**src/rtl/spi_reg_host.sv**
```systemverilog
// spi_reg_host: SPI master for the 16-bit word-framed register protocol (single writes, burst reads).
// Optional build macro SPI_HOST_SIGCHK_EN: check register 0 against signature 16'h4A53 (sticky sig_err).
module spi_reg_host #(
   parameter int CLK_DIV = 4,
   parameter int GAP_CYC = 8,
   parameter int LEN_W   = 6
) (
   input  logic             SYS_CLK,
   input  logic             SYS_RST,
   input  logic             cmd_valid,
   output logic             cmd_ready,
   input  logic             cmd_write,
   input  logic [9:0]       cmd_addr,
   input  logic [15:0]      cmd_wdata,
   input  logic [LEN_W-1:0] cmd_len,
   output logic             rd_valid,
   output logic [15:0]      rd_data,
   output logic             rd_last,
   output logic             done,
   output logic             sig_err,
   output logic             SPI_CLK,
   output logic             SSEL,
   output logic             MOSI,
   input  logic             MISO
);
   localparam int MAXC = (CLK_DIV > GAP_CYC) ? CLK_DIV : GAP_CYC;
   localparam int CW   = $clog2(MAXC);
   localparam int FW   = LEN_W + 1;
   localparam logic [CW-1:0] DIV_END = CW'(CLK_DIV - 1);
   localparam logic [CW-1:0] GAP_END = CW'(GAP_CYC - 1);
   localparam logic [15:0]   RD_REQ  = 16'h8000;

   typedef enum logic [2:0] {IDLE, LEAD, LOW, HIGH, TRAIL, GAP, DONE} state_t;

   state_t          state_q, state_d;
   logic [CW-1:0]   div_q, div_d;
   logic [3:0]      bit_q, bit_d;
   logic [FW-1:0]   frm_q, frm_d;
   logic [FW-1:0]   last_q, last_d;
   logic            is_wr_q, is_wr_d;
   logic [15:0]     wdata_q, wdata_d;
   logic [15:0]     tx_q, tx_d;
   logic [14:0]     rx_q, rx_d;
   logic [1:0]      miso_sync;
   logic [15:0]     rx_word;
   logic            rd_valid_d, rd_last_d;
   logic            in_frame_d;

   assign cmd_ready = (state_q == IDLE) && !SYS_RST;
   assign done      = (state_q == DONE);
   assign MOSI      = tx_q[15];
   assign rx_word   = {rx_q, miso_sync[1]};

   always_comb begin
      state_d    = state_q;
      div_d      = div_q;
      bit_d      = bit_q;
      frm_d      = frm_q;
      last_d     = last_q;
      is_wr_d    = is_wr_q;
      wdata_d    = wdata_q;
      tx_d       = tx_q;
      rx_d       = rx_q;
      rd_valid_d = 1'b0;
      rd_last_d  = 1'b0;
      case (state_q)
         IDLE: begin
            if (cmd_valid && cmd_ready) begin
               state_d = LEAD;
               div_d   = '0;
               frm_d   = '0;
               is_wr_d = cmd_write;
               wdata_d = cmd_wdata;
               // last frame index: 1 for a write, N for a read (N reads + closing 0000 frame)
               last_d  = cmd_write ? FW'(1)
                                   : ((cmd_len == '0) ? {1'b1, {LEN_W{1'b0}}} : {1'b0, cmd_len});
               tx_d    = cmd_write ? {2'b01, 4'b0000, cmd_addr} : RD_REQ;
            end
         end
         LEAD: begin
            if (div_q == DIV_END) begin
               state_d = LOW;
               div_d   = '0;
               bit_d   = 4'd15;
            end else begin
               div_d = div_q + 1'b1;
            end
         end
         LOW: begin
            if (div_q == DIV_END) begin
               state_d = HIGH;
               div_d   = '0;
               rx_d    = rx_word[14:0];
               tx_d    = {tx_q[14:0], 1'b0};
               if (bit_q == '0 && !is_wr_q && frm_q != '0) begin
                  rd_valid_d = 1'b1;
                  rd_last_d  = (frm_q == last_q);
               end
            end else begin
               div_d = div_q + 1'b1;
            end
         end
         HIGH: begin
            if (div_q == DIV_END) begin
               div_d = '0;
               if (bit_q == '0) begin
                  state_d = TRAIL;
               end else begin
                  state_d = LOW;
                  bit_d   = bit_q - 1'b1;
               end
            end else begin
               div_d = div_q + 1'b1;
            end
         end
         TRAIL: begin
            if (div_q == DIV_END) begin
               state_d = GAP;
               div_d   = '0;
            end else begin
               div_d = div_q + 1'b1;
            end
         end
         GAP: begin
            if (div_q == GAP_END) begin
               div_d = '0;
               if (frm_q == last_q) begin
                  state_d = DONE;
               end else begin
                  state_d = LEAD;
                  frm_d   = frm_q + 1'b1;
                  if (is_wr_q) begin
                     tx_d = wdata_q;
                  end else begin
                     tx_d = (frm_d == last_q) ? 16'h0000 : RD_REQ;
                  end
               end
            end else begin
               div_d = div_q + 1'b1;
            end
         end
         DONE:    state_d = IDLE;
         default: state_d = IDLE;
      endcase
      in_frame_d = (state_d == LEAD) || (state_d == LOW) || (state_d == HIGH) || (state_d == TRAIL);
   end

   // Pin outputs are registered from the next state so SSEL/SPI_CLK never glitch.
   always_ff @(posedge SYS_CLK) begin
      if (SYS_RST) begin
         state_q   <= IDLE;
         div_q     <= '0;
         bit_q     <= '0;
         frm_q     <= '0;
         last_q    <= '0;
         is_wr_q   <= 1'b0;
         wdata_q   <= '0;
         tx_q      <= '0;
         rx_q      <= '0;
         miso_sync <= '0;
         rd_valid  <= 1'b0;
         rd_data   <= '0;
         rd_last   <= 1'b0;
         SSEL      <= 1'b1;
         SPI_CLK   <= 1'b1;
      end else begin
         state_q   <= state_d;
         div_q     <= div_d;
         bit_q     <= bit_d;
         frm_q     <= frm_d;
         last_q    <= last_d;
         is_wr_q   <= is_wr_d;
         wdata_q   <= wdata_d;
         tx_q      <= tx_d;
         rx_q      <= rx_d;
         miso_sync <= {miso_sync[0], MISO};
         rd_valid  <= rd_valid_d;
         rd_last   <= rd_last_d;
         if (rd_valid_d) begin
            rd_data <= rx_word;
         end
         SSEL      <= !in_frame_d;
         SPI_CLK   <= (state_d != LOW);
      end
   end

`ifdef SPI_HOST_SIGCHK_EN
   localparam logic [15:0] SIG_WORD = 16'h4A53;

   always_ff @(posedge SYS_CLK) begin
      if (SYS_RST) begin
         sig_err <= 1'b0;
      end else if (rd_valid_d && frm_q == FW'(1) && rx_word != SIG_WORD) begin
         sig_err <= 1'b1;
      end
   end
`else
   assign sig_err = 1'b0;
`endif

endmodule
```
**config.mk**
```make
export PLATFORM = sky130hd
export DESIGN_NAME = spi_reg_host
export DESIGN_NICKNAME = d
export VERILOG_FILES = /design/src/rtl/spi_reg_host.sv
export SDC_FILE = /design/constraint.sdc
export NUM_CORES = 1
export LEC_CHECK = 0
export BUFFER_PORTS_ARGS = -buffer_cell sky130_fd_sc_hd__clkbuf_2
export CORE_MARGIN = 2
export CORE_UTILIZATION = 55
export DETAILED_ROUTE_END_ITERATION = 6
export MAX_ROUTING_LAYER = met4
export PLACE_DENSITY = 0.78
export RECOVER_POWER = 100
export SYNTH_ARGS = -nofsm -noshare
export SYNTH_HDL_FRONTEND = slang
export SYNTH_SLANG_ARGS = --single-unit
```
**constraint.sdc**
```tcl
create_clock -name SYS_CLK -period 5.15 [get_ports SYS_CLK]
set_input_delay 1.03 -clock SYS_CLK [delete_from_list [all_inputs] [get_ports SYS_CLK]]
set_output_delay 1.03 -clock SYS_CLK [all_outputs]
set_load 0.02 [all_outputs]
```
==> flow_metrics.tcl, run 1 <==
set metrics [dict create \
    die_area_um2 8400 \
    crit_path_end_kind "register" \
    drive_above_1_share 0.110 \
    crit_arrival_ns 3.78 \
    clk_transition_reported_paths_ns 0.09 \
    relSlewSlack -0.0839 \
    netlist-cell-type-count 56 \
    critPathTopFamily "buffers and inverters" \
    syn_nets 555 \
    clockBufferDepth 2 \
    cts-root-buf "clkbuf_8" \
    layout_setup_ws_ns 1.54 \
    wl_per_cell_um 14.3 \
    drv_cap 1 \
    vias 3712 \
    rr_endpoint "tx_q[6]" \
    outcome "finished, violations left" \
    rows 31 \
    core_um2 7330 \
    peakVddDrop_uv 144 \
    io_pins 61 \
    place.gp.congestion 0.887 \
    postRouteAntennaNets 0 \
    setup-tns-final_ns 0 \
    grt_pass1_wl_mm 16.0 \
    finalSetupViolCount 0 \
    grt_max_degree 45 \
    max_freq_mhz 277 \
    grt_pass1_vias 3323 \
    areaGrowthSynthToFinish_pct 9.51 \
    yosysSeqAreaShare 0.445 \
    syn_inst 510 \
    r2r-start "div_q[0]" \
    skew_ns 0.00825 \
    insertion_delay_ns 0.37 \
    ys_seq_elements 94 \
    utilization 0.631 \
    tritoncts "built" \
    p_per_area_nw_per_um2 291 \
    grt_overflow 0 \
    cp_cell_sequence "clkbuf_1, nor3b_1, a211oi_1, nor2_1, nor3_1, a211oi_1" \
    cts_resized 0 \
    vias_per_cell 5.75 \
    hp-start "rd_data[13]" \
    tightest_slew_ns 1.63 \
    dr.pass1.iters 5 \
    r2r_cells 8 \
    avgSynthCellArea_um2 8.28 \
    drt_iter0_markers 291 \
    worstSetupPathType "input pin to register" \
    synth_warnings 0 \
    slew_violations 38 \
    cpMaxStageDelayCell "clkbuf_1" \
    min_to "rd_data[13]" \
    worst-path-max-fanout 37 \
    synthFlopType "dfxtp_1" \
    async_reset_ff_frac 0 \
    p_leak_nw 1.65 \
    cts_htree_levels 3 \
    n_antenna_cell 0 \
    die_w_um 91.6 \
    min_delay_path_depth 2 \
    period_needed_ns 3.61 \
    drcViolationCount 0 \
    die_h_um 91.6 \
    layout.cells.non_filler 646 \
    crit_path_max_incr_delay_ns 1.14 \
    critPathRequiredTime_ns 5.33 \
    fillers 650 \
    syn_area_um2 4220 \
    place_inst 630 \
    cts_buffers 9 \
    start_kind "input pin" \
    synth-edff-count 0 \
    r2r_setup_slack_ns 1.66 \
    path_buf_inv 1 \
    power_mw 1.35 \
    io_buffers 59 \
    fin_crit_sh 0.700 \
    finalHoldViolCount 0 \
    post_cts_buffers 0 \
    violations "max-capacitance violations, max-slew violations" \
    grt_usage 0.238 \
    rsz0062_at_grt "no" \
    initial_core_util 0.576 \
    antenna_found_initial 0 \
    nets 587 \
    numClockSinks 94 \
    postCtsHoldBufs 0 \
    hold_path_class "register to register" \
    wirelength_mm 9.23 \
    dp_slack_ns 1.80 \
    path_common_cell "a211oi_1" \
    hpwl_mm 6.07 \
]
## worst max-delay path by stage
stage	start	to	slack, ns	cells after the start
6_report	SYS_RST	tx_q[1]	1.54	6
3_3_place_gp	SYS_RST	tx_q[7]	1.91	6
4_1_cts	SYS_RST	cmd_ready	2.08	3
2_1_floorplan	SYS_RST	cmd_ready	2.10	3
3_5_place_dp	SYS_RST	tx_q[5]	1.80	6
5_1_grt	SYS_RST	tx_q[4]	1.20	6
## cell usage after synthesis (3+ instances only)
cell type  count  area, um2
nor4_1         3       18.8
a31oi_1        4       25.0
dfxtp_1       94       1880
mux2i_1        3       30.0
nor2b_1        6       37.5
xnor2_1        8       70.1
nand2b_1       4       25.0
nor3_1        23        115
o21ai_0        7       35.0
inv_1         11       41.3
or3_1          5       31.3
nand2_1      112        420
a22oi_1        6       45.0
xor2_1         7       61.3
a21o_1         4       30.0
clkbuf_1      27        101
ha_1           8        100
a222oi_1       9       90.1
nor2_1         9       33.8
a211oi_1      18        135
and2_1         3       18.8
buf_2          7       35.0
nor3b_1        4       30.0
buf_1          3       11.3
buf_4          3       22.5
a311oi_1       5       43.8
nand3b_1       6       45.0
nand3_1       28        140
a21oi_1       49        245
## sequential cells by signal (all words and copies together) (netlist names), 2 cells and up
signal	count
wdata_q	16
frm_q	7
div_q	3
rx_q	15
rd_data	16
last_q	7
miso_sync	2
tx_q	16
state_q	3
bit_q	4
## routing by layer
metal,vias up,track usage,share of wire
li1,1861,-,-
met1,1700,0.332,0.48
met2,137,0.349,0.44
met3,14,0.0427,0.065
met4,0,0.0871,0.015
met5,-,-,0
## final cells by class
class,count,area [um2],share of cell area
inverter,11,41.3,0.00893
tap,99,124,0.0268
clock inverter,7,66.3,0.0143
sequential,94,1880,0.407
multi-input combinational,362,2090,0.453
clock buffer,9,124,0.0268
timing repair buffer,64,295,0.0638
## report_power, final
part           switching [mW]  internal, mW  total, mW
registers              0.0176         0.751      0.769
clock network           0.283         0.186      0.470
logic                  0.0655        0.0426      0.108
## cell usage in the layout (no fill, tap or decap), types with 7 or more instances in the layout
| master | n |
|---|---|
| a21oi_1 | 49 |
| xor2_1 | 7 |
| dfxtp_1 | 94 |
| nand2_1 | 112 |
| clkbuf_1 | 26 |
| clkbuf_8 | 9 |
| nand3_1 | 28 |
| a211oi_1 | 19 |
| xnor2_1 | 8 |
| nor2_1 | 9 |
| o21ai_0 | 7 |
| ha_1 | 8 |
| clkbuf_2 | 35 |
| a222oi_1 | 9 |
| nor3_1 | 24 |
| inv_1 | 11 |
## cell families after synthesis
logic type,after synthesis,share of synthesized area
buffers and inverters,54,0.0566
other,1,0.000888
flip-flops,94,0.445
adder cells (fa/ha/maj),8,0.0237
multiplexers,3,0.00711
AND/OR/NAND/NOR,217,0.245
XOR/XNOR,15,0.0311
AO/OA/AOI/OAI,118,0.190
## worst min-delay path: cells and delay by family, from the launching register on
| family | cells | cell delay [ns] |
|---|---|---|
| flip-flops | 1 | 0.32 |
| AND/OR/NAND/NOR | 1 | 0.05 |
| AO/OA/AOI/OAI | 1 | 0.05 |
## metrics by stage
stage / hold WS, ns / area [um2]
detailed placement: 0.426 / 4490
finish: 0.452 / 4630
floorplan: 0.414 / 4220
CTS: 0.458 / 4680
global route: 0.473 / 4630
global placement: 0.422 / 4490
(Power assumes the default switching activity.)
==> inputs of run 2 (changes only) <==
ABC_AREA = 1   (was unset)
clock period = 3.5 ns   (was 5.15 ns; I/O delays follow)
==> flow_metrics.tcl, run 2 <==
set metrics [dict create \
    outcome "finished, violations left" \
    violations "max-capacitance violations, max-slew violations" \
    grt_pass1_vias 3545 \
    cts-root-buf "clkbuf_8" \
    io_buffers 59 \
    synth_warnings 0 \
    p_sw_mw 0.565 \
    cts_buffers 9 \
    insertion_delay_ns 0.36 \
    place_inst 721 \
    synth.top_cell.area_share 0.440 \
    relSlewSlack -0.215 \
    slew_violations 95 \
    final_common_cell "nand2_1" \
    synth_common_cells "nand2_1, dfxtp_1, a21oi_1, inv_1, nor2_1" \
    yosys-top-cells-area "dfxtp_1, nand2_1, a21oi_1" \
    place_area_um2 4600 \
    die_area_um2 8490 \
    power.internal_mw 1.44 \
    critPathRequiredTime_ns 3.66 \
    drive_above_1_share 0.113 \
    place.gp.congestion 0.918 \
    dp_slack_ns 0.907 \
    rr_endpoint "tx_q[1]" \
    syn_inst 583 \
    setup-tns-final_ns 0 \
    postCtsHoldBufs 0 \
    max_freq_mhz 373 \
    crit_path_max_incr_delay_ns 0.67 \
    r2r_cells 7 \
    dr.pass1.iters 4 \
    crit_arrival_ns 2.85 \
    hpwl_mm 6.67 \
    synth_most_common_cell "nand2_1" \
    seqPwrFrac 0.554 \
    p_leak_nw 1.94 \
    period_needed_ns 2.68 \
    avgSynthCellArea_um2 7.33 \
    io_pins 61 \
    syn_nets 628 \
    antenna_found_initial 0 \
    p_per_area_nw_per_um2 422 \
    design_area_um2 4750 \
    areaGrowthSynthToFinish_pct 11.2 \
    initial_core_util 0.562 \
    grt_pass1_wl_mm 16.0 \
    worst-path-max-fanout 27 \
    utilization 0.624 \
    peakVddDrop_uv 247 \
    ys_seq_elements 94 \
    r2r_setup_slack_ns 0.82 \
    clockPowerShare 0.353 \
    async_reset_ff_frac 0 \
    final_cell_mix "nand2_1, dfxtp_1, a21oi_1, nor2_1, inv_1" \
    post_cts_buffers 0 \
    postRouteAntennaNets 0 \
    comb_power_share 0.093 \
    crit_path_end_kind "register" \
    fin_crit_sh 0.767 \
    synth-edff-count 0 \
    wl_per_cell_um 12.8 \
    hold_path_class "register to register" \
    numClockSinks 94 \
    power_mw 2.01 \
    cts_resized 0 \
    finalSetupViolCount 0 \
    grt_overflow 0 \
    die_w_um 92.1 \
    layout.cells.non_filler 737 \
    synth_largest_area_cell "dfxtp_1" \
    drt_iter0_markers 167 \
    grt_max_degree 55 \
    start_kind "register" \
    worstSetupPathType "register to register" \
    cpMaxStageDelayCell "nand2_1" \
    cp_cell_sequence "ha_1, ha_1, nand3_2, nand2_1, nand4_4, nand2_1, a21oi_1" \
    tightest_slew_ns 1.82 \
    switching_share 0.282 \
    netlist-cell-type-count 35 \
    r2r-start "div_q[0]" \
    vias_per_cell 5.27 \
    min_delay_path_depth 2 \
    cts_htree_levels 3 \
    rsz0062_at_grt "no" \
    skew_ns 0.0108 \
    clk_transition_reported_paths_ns 0.10 \
    synthFlopType "dfxtp_1" \
    holdWs_ns 0.424 \
    reg.largest.list "rd_data (16), tx_q (16), wdata_q (16)" \
    hp-start "miso_sync[0]" \
    rows 32 \
    nets 675 \
    layout_setup_ws_ns 0.817 \
    wirelength_mm 9.47 \
    yosysSeqAreaShare 0.440 \
    clockBufferDepth 2 \
    tritoncts "built" \
    drcViolationCount 0 \
    finalHoldViolCount 0 \
    vias 3882 \
    drv_cap 2 \
    min_to "miso_sync[1]" \
    syn_area_um2 4270 \
    die_h_um 92.1 \
    grt_usage 0.237 \
    core_um2 7610 \
    n_antenna_cell 0 \
]
==> run 2: cell types whose count changed after synthesis, moves of 13 or more <==
cell and delta:
clkbuf_1 -13, o21ai_0 +50, nor2_1 +53, inv_1 +51
nor3_1 -16, a211oi_1 -15, a21oi_1 +15
==> run 2: how the worst max path moves through the flow <==
stage | start | endpoint | slack [ns]
detailed placement | div_q[0] | rd_data[1] | 0.91
global placement | div_q[0] | rd_data[1] | 1.02
floorplan | SYS_RST | tx_q[14] | 1.67
finish | div_q[0] | tx_q[1] | 0.82
CTS | div_q[0] | rd_last | 0.91
global route | state_q[0] | last_q[5] | 0.50
==> run 2: cell families (layout without fill, tap and decap cells) <==
family	Yosys count	in the layout	share of synthesized area
AO/OA/AOI/OAI	141	141	0.176
XOR/XNOR	12	12	0.0246
adder cells (fa/ha/maj)	8	8	0.0234
buffers and inverters	96	148	0.0893
flip-flops	94	94	0.440
other	1	1	0.000878
AND/OR/NAND/NOR	231	231	0.245
==> run 2: final cells by class <==
cell class | count | area, um2
timing repair buffer | 61 | 273
sequential | 94 | 1880
inverter | 71 | 267
clock buffer | 9 | 124
clock inverter | 7 | 77.6
fill | 720 | 2860
tap | 102 | 128
multi-input combinational | 393 | 2000
==> run 2: power groups by stage <==
stage               Sequential, mW  Combinational, mW  Clock, mW
floorplan                     1.13              0.134          0
global placement              1.14              0.184          0
detailed placement            1.14              0.187          0
CTS                           1.11              0.188      0.725
global route                  1.12              0.210      0.760
finish                        1.11              0.186      0.708
==> run 2: critical path, delay by kind of cell, from the launching register on <==
kind | cells | cell delay, ns
simple gates | 4 | 1.58
fa+ha+maj | 2 | 0.48
compound gates | 1 | 0.07
flops | 1 | 0.37
==> run 2: metal layers <==
layer	global-route usage	vias up	share of wire
li1	-	1989	-
met1	0.308	1793	0.48
met2	0.386	90	0.47
met3	0.0320	10	0.036
met4	0.0759	0	0.013
met5	-	-	0
==> inputs of run 3 (changes only) <==
ABC_AREA = 0   (was 1)
clock period = 2.65 ns   (was 3.5 ns; I/O delays follow)
==> flow_metrics.tcl, run 3 (same netlist as run 1, synthesis figures left out) <==
set metrics [dict create \
    drv_cap 0 \
    final_common_cell "nand2_1" \
    rows 31 \
    r2r_setup_slack_ns 0.28 \
    hpwl_mm 6.62 \
    crit_arrival_ns 2.67 \
    p_per_area_nw_per_um2 557 \
    reg.largest.list "rd_data (16), tx_q (16), wdata_q (16)" \
    finalSetupViolCount 0 \
    skew_ns 0.0145 \
    drcViolationCount 0 \
    worstSetupPathType "register to register" \
    initial_core_util 0.576 \
    clockPowerShare 0.349 \
    finalHoldViolCount 0 \
    outcome "finished, final reports clean" \
    io_buffers 59 \
    max_freq_mhz 422 \
    n_antenna_cell 0 \
    crit_path_max_incr_delay_ns 0.85 \
    core_um2 7330 \
    hp-start "cmd_wdata[1]" \
    setup-tns-final_ns 0 \
    vias_per_cell 5.75 \
    dr.pass1.iters 5 \
    wirelength_mm 9.69 \
    power_mw 2.63 \
    die_area_um2 8400 \
    insertion_delay_ns 0.37 \
    tightest_slew_ns 1.36 \
    clk_transition_reported_paths_ns 0.10 \
    postCtsHoldBufs 0 \
    grt_overflow 0 \
    io_pins 61 \
    seqPwrFrac 0.565 \
    critPathTopFamily "buffers and inverters" \
    post_cts_buffers 0 \
    areaGrowthSynthToFinish_pct 11.9 \
    switching_share 0.274 \
    crit_path_end_kind "register" \
    rr_endpoint "last_q[2]" \
    place_area_um2 4590 \
    power.internal_mw 1.91 \
    die_h_um 91.6 \
    cts_buffers 9 \
    wl_per_cell_um 14.7 \
    comb_power_share 0.086 \
    design_area_um2 4730 \
    cpMaxStageDelayCell "clkbuf_1" \
    antenna_found_initial 0 \
    r2r-start "state_q[2]" \
    cts_resized 0 \
    grt_max_degree 46 \
    grt_pass1_vias 3508 \
    r2r_cells 5 \
    hold_path_class "input pin to register" \
    slew_violations 0 \
    worst-path-stages 5 \
    place.gp.congestion 0.889 \
    grt_pass1_wl_mm 16.5 \
    min_delay_path_depth 3 \
    min_to "wdata_q[1]" \
    postRouteAntennaNets 0 \
    drt_iter0_markers 289 \
    worst-path-max-fanout 26 \
    tritoncts "built" \
    cts-root-buf "clkbuf_8" \
    grt_usage 0.247 \
    period_needed_ns 2.37 \
    nets 600 \
    numClockSinks 94 \
    fin_crit_sh 0.894 \
    die_w_um 91.6 \
    clockBufferDepth 2 \
    final_cell_mix "nand2_1, dfxtp_1, a21oi_1, clkbuf_2" \
    rsz0062_at_grt "no" \
    p_sw_mw 0.722 \
    cp_cell_sequence "or3b_2, nor3_2, clkbuf_1, nand3b_1, a21oi_1" \
    drive_above_1_share 0.130 \
    relSlewSlack 0.0956 \
    path_buf_inv 1 \
    peakVddDrop_uv 355 \
    critPathRequiredTime_ns 2.95 \
    p_leak_nw 1.71 \
    cts_htree_levels 3 \
    vias 3792 \
    start_kind "register" \
]
==> run 3: cell count changes in the layout (fill, tap and decap cells not counted), sizes merged, moves of 9 or more <==
cell	change
a21oi	-13
o211ai	-9
nand3	-11
a222oi	+9
a211oi	+17
nor2	-61
nor3	+16
inv	-57
buf	+13
o21ai	-50
==> run 3: worst max-delay path by stage <==
stage | startpoint | to | slack [ns]
finish | state_q[2] | last_q[2] | 0.28
global route | state_q[2] | last_q[3] | 0.11
CTS | frm_q[1] | tx_q[15] | 0.32
detailed placement | frm_q[1] | tx_q[15] | 0.35
global placement | frm_q[1] | tx_q[15] | 0.40
floorplan | frm_q[0] | tx_q[15] | 0.46
==> run 3: tightest hold or removal path: cells and delay by family <==
family / cells / cell delay, ns
and+or+nand+nor: 2 / 0.08
buffers and inverters: 1 / 0.07
==> run 3: area by class of cell <==
| class | count | area [um2] |
|---|---|---|
| Clock buffer | 9 | 124 |
| Clock inverter | 7 | 63.8 |
| Fill cell | 678 | 2600 |
| Inverter | 11 | 41.3 |
| Multi-Input combinational cell | 362 | 2110 |
| Sequential cell | 94 | 1880 |
| Tap cell | 99 | 124 |
| Timing Repair Buffer | 77 | 383 |
==> run 3: through the flow <==
stage	hold WS (ns)	util	std cells	worst slack, ns
floorplan	0.414	-	510	0.456
global placement	0.439	0.626	643	0.404
detailed placement	0.445	0.626	643	0.345
CTS	0.329	0.651	659	0.323
global route	0.343	0.645	659	0.105
finish	0.337	0.645	659	0.282
==> run 3: power groups by stage <==
stage | sequential, mW | combinational [mW] | clock [mW]
final | 1.49 | 0.227 | 0.920
after global routing | 1.49 | 0.254 | 1.00
after CTS | 1.49 | 0.229 | 0.932
after detailed placement | 1.52 | 0.227 | 0
after global placement | 1.52 | 0.223 | 0
after floorplan | 1.51 | 0.156 | 0
==> run 3: per-layer routing <==
| layer | part of all wire | GRT usage | up-vias |
|---|---|---|---|
| li1 | - | - | 1886 |
| met1 | 0.48 | 0.323 | 1780 |
| met2 | 0.45 | 0.388 | 115 |
| met3 | 0.052 | 0.0394 | 11 |
| met4 | 0.014 | 0.0922 | 0 |
| met5 | 0 | - | - |
